==> config.mk <==
export PLATFORM = sky130hd
export DESIGN_NAME = dac_spi_receiver
export DESIGN_NICKNAME = d
export VERILOG_FILES = /design/src/rtl/dac_spi_receiver_pkg.sv /design/src/rtl/dac_spi_receiver_sync_edge.sv /design/src/rtl/dac_spi_receiver.sv
export SDC_FILE = /design/constraint.sdc
export NUM_CORES = 1
export LEC_CHECK = 0
export ABC_AREA = 1
export BUFFER_PORTS_ARGS = -buffer_cell sky130_fd_sc_hd__clkbuf_2
export CAP_MARGIN = 20
export CORE_ASPECT_RATIO = 0.5
export CORE_MARGIN = 2
export CORE_UTILIZATION = 62
export DETAILED_ROUTE_END_ITERATION = 10
export HOLD_SLACK_MARGIN = 0.1
export PLACE_DENSITY = 0.84
export SLEW_MARGIN = 20
export SYNTH_ARGS = -nofsm -noshare
export SYNTH_HDL_FRONTEND = slang
export SYNTH_HIERARCHICAL = 1
export SYNTH_SLANG_ARGS = --single-unit
export TNS_END_PERCENT = 10
==> constraint.sdc <==
create_clock -name CLOCK_50 -period 3.01 [get_ports CLOCK_50]
set_clock_uncertainty 0.1 [all_clocks]
set_input_delay 0.301 -clock CLOCK_50 [delete_from_list [all_inputs] [get_ports CLOCK_50]]
set_output_delay 0.301 -clock CLOCK_50 [all_outputs]
set_load 0.005 [all_outputs]
==> src/rtl/dac_spi_receiver_pkg.sv <==
// dac_spi_pkg: types and constants shared by the DAC SPI receiver and the
// DPLL top that drives the real loop-filter DAC.
//   state_t        receiver FSM states
//   err_t / ERR_*  frame outcome codes reported on err_code
//   DAC_FRAME_BITS bits per DAC code frame
//   DAC_RESET_WORD DAC mid-lock code, used as the power-up word
package dac_spi_pkg;

  localparam int          DAC_FRAME_BITS = 16;
  localparam logic [15:0] DAC_RESET_WORD = 16'h8CCD;

  typedef enum logic [1:0] {
    IDLE   = 2'd0,
    ACTIVE = 2'd1,
    COMMIT = 2'd2,
    DRAIN  = 2'd3
  } state_t;

  typedef logic [1:0] err_t;

  localparam err_t ERR_NONE    = 2'b00;
  localparam err_t ERR_SHORT   = 2'b01;
  localparam err_t ERR_LONG    = 2'b10;
  localparam err_t ERR_TIMEOUT = 2'b11;

endpackage

==> src/rtl/dac_spi_receiver_sync_edge.sv <==
// spi_sync_edge: brings one asynchronous SPI pin into the CLOCK_50 domain
// through SYNC_STAGES flops, then one delay flop for edge detection.
//   CLOCK_50  system clock
//   reset     synchronous, active-low
//   din       asynchronous pin
//   level     synchronized level
//   rise/fall one-cycle pulses on synchronized transitions
// Every stage resets to 0, so a pin already high at reset release shows a
// rise and a pin already low shows nothing.
module spi_sync_edge #(
  parameter int SYNC_STAGES = 2
) (
  input  logic CLOCK_50,
  input  logic reset,
  input  logic din,
  output logic level,
  output logic rise,
  output logic fall
);

  logic [SYNC_STAGES-1:0] sync_q, sync_d;
  logic                   dly_q, dly_d;

  always_comb begin
    sync_d = {sync_q[SYNC_STAGES-2:0], din};
    dly_d  = sync_q[SYNC_STAGES-1];
  end

  always_ff @(posedge CLOCK_50) begin
    if (!reset) begin
      sync_q <= '0;
      dly_q  <= 1'b0;
    end else begin
      sync_q <= sync_d;
      dly_q  <= dly_d;
    end
  end

  assign level = sync_q[SYNC_STAGES-1];
  assign rise  = sync_q[SYNC_STAGES-1] & ~dly_q;
  assign fall  = ~sync_q[SYNC_STAGES-1] & dly_q;

endmodule

==> src/rtl/dac_spi_receiver.sv <==
// dac_spi_receiver: SPI mode-0 target capturing 16-bit DAC code frames,
// oversampled on CLOCK_50.
//   CLOCK_50, reset           clock, synchronous active-low reset
//   spi_clk/spi_mosi/spi_cs_n asynchronous SPI pins
//   dac_word                  last accepted code (held)
//   word_valid                one-cycle pulse when dac_word updates
//   frame_err                 one-cycle pulse when a frame is rejected
//   err_code                  outcome of last frame (see dac_spi_pkg ERR_*)
//   frame_cnt                 accepted frame count, wraps
//   busy                      high whenever the FSM is not IDLE
//
// state  | meaning
// -------+------------------------------------------------------------
// IDLE   | waiting for a CS_n fall; all other pin edges ignored
// ACTIVE | shifting bits on SCLK rises, watching CS_n rise and timeout
// COMMIT | one cycle: publish shift register as dac_word
// DRAIN  | frame timed out; wait for CS_n rise without a second error
module dac_spi_receiver
  import dac_spi_pkg::*;
#(
  parameter int          FRAME_BITS  = DAC_FRAME_BITS,
  parameter int          SYNC_STAGES = 2,
  parameter int          TIMEOUT_CYC = 4096,
  parameter logic [15:0] RESET_WORD  = DAC_RESET_WORD
) (
  input  logic                  CLOCK_50,
  input  logic                  reset,
  input  logic                  spi_clk,
  input  logic                  spi_mosi,
  input  logic                  spi_cs_n,
  output logic [FRAME_BITS-1:0] dac_word,
  output logic                  word_valid,
  output logic                  frame_err,
  output logic [1:0]            err_code,
  output logic [15:0]           frame_cnt,
  output logic                  busy
);

  localparam int             TMO_W    = $clog2(TIMEOUT_CYC);
  localparam logic [TMO_W-1:0] TMO_LAST = TMO_W'(TIMEOUT_CYC - 1);
  localparam logic [4:0]     CNT_FULL = 5'(FRAME_BITS);
  localparam logic [4:0]     CNT_SAT  = 5'(FRAME_BITS + 1);

  logic sclk_lvl, sclk_rise, sclk_fall;
  logic cs_lvl, cs_rise, cs_fall;
  logic mosi_lvl, mosi_rise, mosi_fall;

  spi_sync_edge #(.SYNC_STAGES(SYNC_STAGES)) u_sync_sclk (
    .CLOCK_50 (CLOCK_50),
    .reset    (reset),
    .din      (spi_clk),
    .level    (sclk_lvl),
    .rise     (sclk_rise),
    .fall     (sclk_fall)
  );

  spi_sync_edge #(.SYNC_STAGES(SYNC_STAGES)) u_sync_cs (
    .CLOCK_50 (CLOCK_50),
    .reset    (reset),
    .din      (spi_cs_n),
    .level    (cs_lvl),
    .rise     (cs_rise),
    .fall     (cs_fall)
  );

  spi_sync_edge #(.SYNC_STAGES(SYNC_STAGES)) u_sync_mosi (
    .CLOCK_50 (CLOCK_50),
    .reset    (reset),
    .din      (spi_mosi),
    .level    (mosi_lvl),
    .rise     (mosi_rise),
    .fall     (mosi_fall)
  );

  // Only MOSI level, SCLK rise and CS_n edges drive the FSM.
  logic sync_unused;
  assign sync_unused = &{1'b0, sclk_lvl, sclk_fall, cs_lvl, mosi_rise, mosi_fall};

  state_t                state_q, state_d;
  logic [4:0]            bit_cnt_q, bit_cnt_d;
  logic [TMO_W-1:0]      tmo_q, tmo_d;
  logic [FRAME_BITS-1:0] shift_q, shift_d;
  logic [FRAME_BITS-1:0] dac_word_q, dac_word_d;
  logic                  word_valid_q, word_valid_d;
  logic                  frame_err_q, frame_err_d;
  err_t                  err_code_q, err_code_d;
  logic [15:0]           frame_cnt_q, frame_cnt_d;

  always_comb begin
    state_d      = state_q;
    bit_cnt_d    = bit_cnt_q;
    tmo_d        = tmo_q;
    shift_d      = shift_q;
    dac_word_d   = dac_word_q;
    word_valid_d = 1'b0;
    frame_err_d  = 1'b0;
    err_code_d   = err_code_q;
    frame_cnt_d  = frame_cnt_q;

    case (state_q)
      IDLE: begin
        if (cs_fall) begin
          state_d   = ACTIVE;
          bit_cnt_d = '0;
          tmo_d     = '0;
          shift_d   = '0;
        end
      end

      ACTIVE: begin
        // CS_n rise has priority over a coincident SCLK rise or timeout.
        if (cs_rise) begin
          if (bit_cnt_q == CNT_FULL) begin
            state_d = COMMIT;
          end else begin
            state_d     = IDLE;
            frame_err_d = 1'b1;
            err_code_d  = (bit_cnt_q < CNT_FULL) ? ERR_SHORT : ERR_LONG;
          end
        end else if (sclk_rise) begin
          shift_d = {shift_q[FRAME_BITS-2:0], mosi_lvl};
          if (bit_cnt_q != CNT_SAT) begin
            bit_cnt_d = bit_cnt_q + 5'd1;
          end
          tmo_d = '0;
        end else if (tmo_q == TMO_LAST) begin
          state_d     = DRAIN;
          frame_err_d = 1'b1;
          err_code_d  = ERR_TIMEOUT;
        end else begin
          tmo_d = tmo_q + TMO_W'(1);
        end
      end

      COMMIT: begin
        state_d      = IDLE;
        dac_word_d   = shift_q;
        word_valid_d = 1'b1;
        err_code_d   = ERR_NONE;
        frame_cnt_d  = frame_cnt_q + 16'd1;
      end

      DRAIN: begin
        if (cs_rise) begin
          state_d = IDLE;
        end
      end

      default: state_d = IDLE;
    endcase
  end

  always_ff @(posedge CLOCK_50) begin
    if (!reset) begin
      state_q      <= IDLE;
      bit_cnt_q    <= '0;
      tmo_q        <= '0;
      shift_q      <= '0;
      dac_word_q   <= RESET_WORD[FRAME_BITS-1:0];
      word_valid_q <= 1'b0;
      frame_err_q  <= 1'b0;
      err_code_q   <= ERR_NONE;
      frame_cnt_q  <= '0;
    end else begin
      state_q      <= state_d;
      bit_cnt_q    <= bit_cnt_d;
      tmo_q        <= tmo_d;
      shift_q      <= shift_d;
      dac_word_q   <= dac_word_d;
      word_valid_q <= word_valid_d;
      frame_err_q  <= frame_err_d;
      err_code_q   <= err_code_d;
      frame_cnt_q  <= frame_cnt_d;
    end
  end

  assign dac_word   = dac_word_q;
  assign word_valid = word_valid_q;
  assign frame_err  = frame_err_q;
  assign err_code   = err_code_q;
  assign frame_cnt  = frame_cnt_q;
  assign busy       = (state_q != IDLE);

endmodule

==> impl_results.md, run 1 <==
* Status: finished clean
* GRT met1 Usage at around a third
* Most Crowded Layer GR: met2
* Syn nets at around 470
* First DRT Iteration DRCs at 120
* DR pass1 iterations at 4
* Vias in the first global route at approximately 2600
* Fin nets at slightly above 500
* HP Class: reg -> reg
* Die H at 56.15 um
* Yosys Warn Count at 6
* Maximum vdd drop at 0.0004206 V
* CTS tree: yes
* CP Data Arrival Time at about 2.4 ns
* Max Root-Sink Buffers at 2
* CP Launch Type: flop
* Via density at 5.208
* First-pass GRT wire length at 12020 um
* Routed via count at 3010
* Syn_area_per_cell at 7.395 um^2
* Final hold viol count at 0
* Rows at 18
* Die Wd at 108.3 um
* Leakage at 1.665 nW
* Core region area at 5090 um^2
* DRC Markers at 0
* GPL Wtd Cong at 0.9387
* Initial antenna violation count at 0
* Worst flop-to-flop path startpoint: state_q[0]$_SDFFE_PN0P_
* CTS buffer count at 9
* Worst slew pin tran at 0.7716 ns
* Post-DP HPWL at 4872 um
* Worst setup path start: state_q[0]$_SDFFE_PN0P_
* H-tree depth at 3
* GRT Residual Overflow at 0
* Tcrit/Tclk final at between 70 and 80%
* Routed WL at about 7000 um
* Critical path class: reg -> reg
* Cell area after synthesis at 3372 um^2
* GRT Overall Usage at 25.26%
* Finished layout cell area at 3890 um^2
* GR Util met3 at under 10%
* Total Neg Setup Slack at 0 ns
* I/O pins at 42
* Clk_lat worst skew at 0.36 ns
* Synth Instances at 456
* Area delta synth->final at 15.36%
* Share of layout cells above drive strength 1 at 15.16%
* Worst-path fanout max at 24
* # setup viols final at 0
* GR Layer Usage met2 at between 40% and 50%
* Final ANT Viol Nets at 0
* Worst relative slew slack at 48.50%
* Max Freq at 0.4484 GHz
* Hold_sp: u_sync_mosi/sync_q[0]$_SDFF_PN0_
* Commonest non-fill, non-tap cell in the layout: nand2_1
* RSZ-0062 raised after global routing: no
* Buffers added on ports at ~40
* Tot Pwr at 2.083 mW
* Reg clk slew, reported paths at 0.09 ns
* PD cells at 535.4 nW/um^2
* Max-slew violation count at 0
* Clock tree sinks at 79
* Crit end category: flop
* Worst setup margin at a little under 0.8 ns
* N_diodes at 0
* Most frequent cells in the layout: nand2_1, dfxtp_1, inv_1
* CP required at 3.16 ns
* Starting Density at approximately two thirds
* Die Area at 6080 um^2
* Post-layout minimum cycle time at 2.230 ns
* Clock root buffer: clkbuf_8
* Worst slack, placed at roughly 0.88 ns
* Placed Area at 3622 um^2
* Largest net degree at the start of global routing at 35
* Max Cap Viol at 0
* Avg WL per Cell at about 12 um
* Post_cts resized at 0
[repair_timing]
action	CTS	global route
hold endpoints to repair	3	0
hold buffers	3	0
setup buffers	0	0
[flip-flops by register name (all words and copies together) (netlist names)]
register,count
frame_err,1
tmo_q,12
state_q,2
bit_cnt_q,5
u_sync_mosi/sync_q,2
dac_word,16
frame_cnt,16
word_valid,1
err_code,2
u_sync_sclk/dly_q,1
u_sync_cs/dly_q,1
shift_q,16
u_sync_sclk/sync_q,2
u_sync_cs/sync_q,2
[stage by stage]
step / std cells / util [%] / hold WS (ns)
2_1_floorplan: 456 / - / 0.2900
3_3_place_gp: 559 / 71.17 / 0.2993
3_5_place_dp: 559 / 71.17 / 0.3043
4_1_cts: 578 / 76.43 / 0.3076
5_1_grt: 578 / 76.43 / 0.3231
6_report: 578 / 76.43 / 0.3163
[area by class of cell]
| type | instances | area, um^2 |
|---|---|---|
| fill | 401 | 1200 |
| timing repair buffer | 48 | 265.3 |
| clock inverter | 5 | 86.33 |
| clock buffer | 11 | 151.4 |
| inverter | 69 | 259.0 |
| sequential | 79 | 1582 |
| tap | 70 | 87.58 |
| multi-input combinational | 296 | 1459 |
[report_power, final]
part | total [mW] | internal (mW) | switching, mW
Sequential | 1.07 | 1.06 | 0.00931
Clock | 0.919 | 0.520 | 0.400
Combinational | 0.0932 | 0.0279 | 0.0653
Total | 2.08 | 1.61 | 0.474
[critical path, cell delays in order, from the launching register on]
cell and delay [ns]:
dfxtp_1 0.41, nand2_2 0.14, o21ai_2 0.47, nand2_2 0.42, nor2_4 0.29, inv_1 0.11, a21oi_1 0.13, nor2_1 0.05
[routing by layer]
layer | vias to the layer above | part of all wire (%)
li1 | 1567 | -
met1 | 1369 | 48
met2 | 64 | 46
met3 | 10 | 4.2
met4 | 0 | 1.2
met5 | - | 0
[worst paths after layout]
kind / end / slack (ns) / depth (start not counted)
worst min-delay path: u_sync_mosi/sync_q[1]$_SDFF_PN0_ / 0.32 / 2
worst min register to register: u_sync_mosi/sync_q[1]$_SDFF_PN0_ / 0.32 / 2
worst max-delay path: bit_cnt_q[0]$_SDFFE_PN0P_ / 0.78 / 7
worst max register to register: bit_cnt_q[0]$_SDFFE_PN0P_ / 0.78 / 7
Note: power is estimated with default switching activity, not from simulation.
==> run 2: changes to the inputs <==
- CORE_UTILIZATION: 62 -> 57
- PLACE_DENSITY: 0.84 -> 0.78
- clock period: 3.01 -> 2.1 ns (I/O delays scaled with it)
==> run 2 against run 1 <==
  * Critical path depth grew 2
  * Count of clock-buffer cells in the layout is 1 higher
  * Flip-flop and latch count unchanged
  * Largest power group unchanged
==> impl_results.md, run 2 (synthesis gave the netlist of run 1 again) <==
* Largest delay contributor family on the critical path: simple AND/OR/NAND/NOR gates
* WP buf/inv at 1
* Area delta synth->final at 17.25%
* RSZ-0062 raised after global routing: no
* Post_cts resized at 0
* Worst path cell trace: ha_1 > nand2_1 > nor2_2 > nand4_4 > nand2_2 > inv_1 > nand2_1 > nand2_1 > nor2_1
* Clk_lat worst skew at 0.34 ns
* Die Wd at 112.8 um
* GPL Wtd Cong at 0.8652
* First-pass GRT wire length at around 12000 um
* Final hold viol count at 0
* Routed via count at 3022
* DRC Markers at 0
* Starting Density at between 60 and 70%
* CTS buffer count at 9
* Met2 WL at 3173 um
* Fin nets at just over 500
* Post-DP HPWL at 4871 um
* Via density at a little over 5
* CTS tree: yes
* CP required at 2.28 ns
* Post-layout minimum cycle time at 1.803 ns
* Max Cap Viol at 0
* Die H at 58.39 um
* Fillers at between 400 and 500
* Routed WL at 7120 um
* CP Launch Type: flop
* Total Neg Setup Slack at 0 ns
* Crit end category: flop
* GRT Residual Overflow at 0
* DR top layer: met4
* Tcrit/Tclk final at 85.85%
* Status: finished clean
* First DRT Iteration DRCs at 178
* Met3 WL at roughly 430 um
* DR pass1 iterations at 5
* Critical path class: reg -> reg
* Core Util, Final at 70.77%
* Clock share of power at a little under half
* Commonest non-fill, non-tap cell in the layout: nand2_1
* Hold_sp: reset
* Power share of the combinational group at under 10%
* Int Pwr at about 2.4 mW
* Max-slew violation count at 0
* Worst setup margin at 0.2972 ns
* PD cells at approximately 790 nW/um^2
* Worst-path fanout max at 12
* Worst setup path start: tmo_q[0]$_SDFFE_PN0P_
* Max Root-Sink Buffers at 2
* Buffers added on ports at 41
* Vias in the first global route at about 2700
* Largest net degree at the start of global routing at 35
* Net Sw Frac at 22.90%
* I/O pins at 42
* Clock tree sinks at 79
* # setup viols final at 0
* HP Class: in -> reg
* Reg clk slew, reported paths at 0.06 ns
* Critical path's most frequent cell: nand2_1
* Maximum vdd drop at 0.0006353 V
* N_diodes at 0
* Worst flop-to-flop path startpoint: tmo_q[0]$_SDFFE_PN0P_
* Worst relative slew slack at 75.88%
* Core region area at around 5600 um^2
* Leakage at 1.688 nW
* CP Data Arrival Time at 1.98 ns
* H-tree depth at 3
* Worst slack, placed at 0.3360 ns
* Most frequent cells in the layout: nand2_1, dfxtp_1, inv_1
* Avg WL per Cell at 12.19 um
* Wl on met1 at 3416 um
* Initial antenna violation count at 0
* Max Freq at around 0.55 GHz
* Clock root buffer: clkbuf_16
* Slowest stage delay, CP at 0.36 ns
* Share of layout cells above drive strength 1 at 15.26%
* Slowest CP cell: dfxtp_1
* Rows at 19
* Final ANT Viol Nets at 0
* Die Area at 6584 um^2
* Tot Pwr at 3.115 mW
* Worst slew pin tran at between 0.3 and 0.4 ns
* P_sw at 0.7132 mW
* GRT Overall Usage at 23.81%
* Sequential group share of total power at 49.3%
[run 2: through the flow]
step	instances	hold WS (ns)	area (um^2)
floorplan	456	0.2035	3372
global placement	565	0.2859	3649
detailed placement	565	0.2927	3649
CTS	584	0.1862	3954
global route	584	0.2086	3954
finish	584	0.1872	3954
[run 2: cell type report]
| class | instances | area (um^2) | area share, % |
|---|---|---|---|
| multi-input cells | 296 | 1459 | 36.90 |
| repair buffers | 51 | 287.8 | 7.278 |
| clock buffers | 12 | 246.5 | 6.234 |
| clock inverters | 4 | 28.78 | 0.7278 |
| flip-flops and latches | 79 | 1582 | 40.00 |
| inverters | 69 | 259.0 | 6.551 |
| well taps | 73 | 91.34 | 2.310 |
[run 2: power by group through the flow]
stage               Clock [mW]  Sequential, mW  Combinational (mW)
CTS                       1.47            1.54               0.136
global placement             0            1.57               0.127
floorplan                    0            1.57              0.0995
finish                    1.44            1.54               0.135
global route              1.53            1.54               0.156
detailed placement           0            1.57               0.130
[run 2: per-layer routing]
metal	up-vias	GRT usage, %
li1	1578	-
met1	1358	30.16
met2	74	38.41
met3	12	8.857
met4	0	8.014
met5	-	0
[run 2: tightest hold or removal path, cell delays in order]
cell and delay (ns):
clkbuf_2 0.09, inv_1 0.16, nor2_1 0.13
[run 2: timing repair]
item                      CTS  global route
hold buffers                3             0
setup buffers               0             0
hold endpoints to repair    3             0
[run 2: path summary, 6_finish.rpt]
check                                      to  slack, ns  cells past startpoint
max                     tmo_q[4]$_SDFFE_PN0P_       0.30                      9
min reg2reg  u_sync_mosi/sync_q[1]$_SDFF_PN0_       0.31                      2
min                 frame_cnt[0]$_SDFFE_PN0P_       0.19                      3
max reg2reg             tmo_q[4]$_SDFFE_PN0P_       0.30                      9
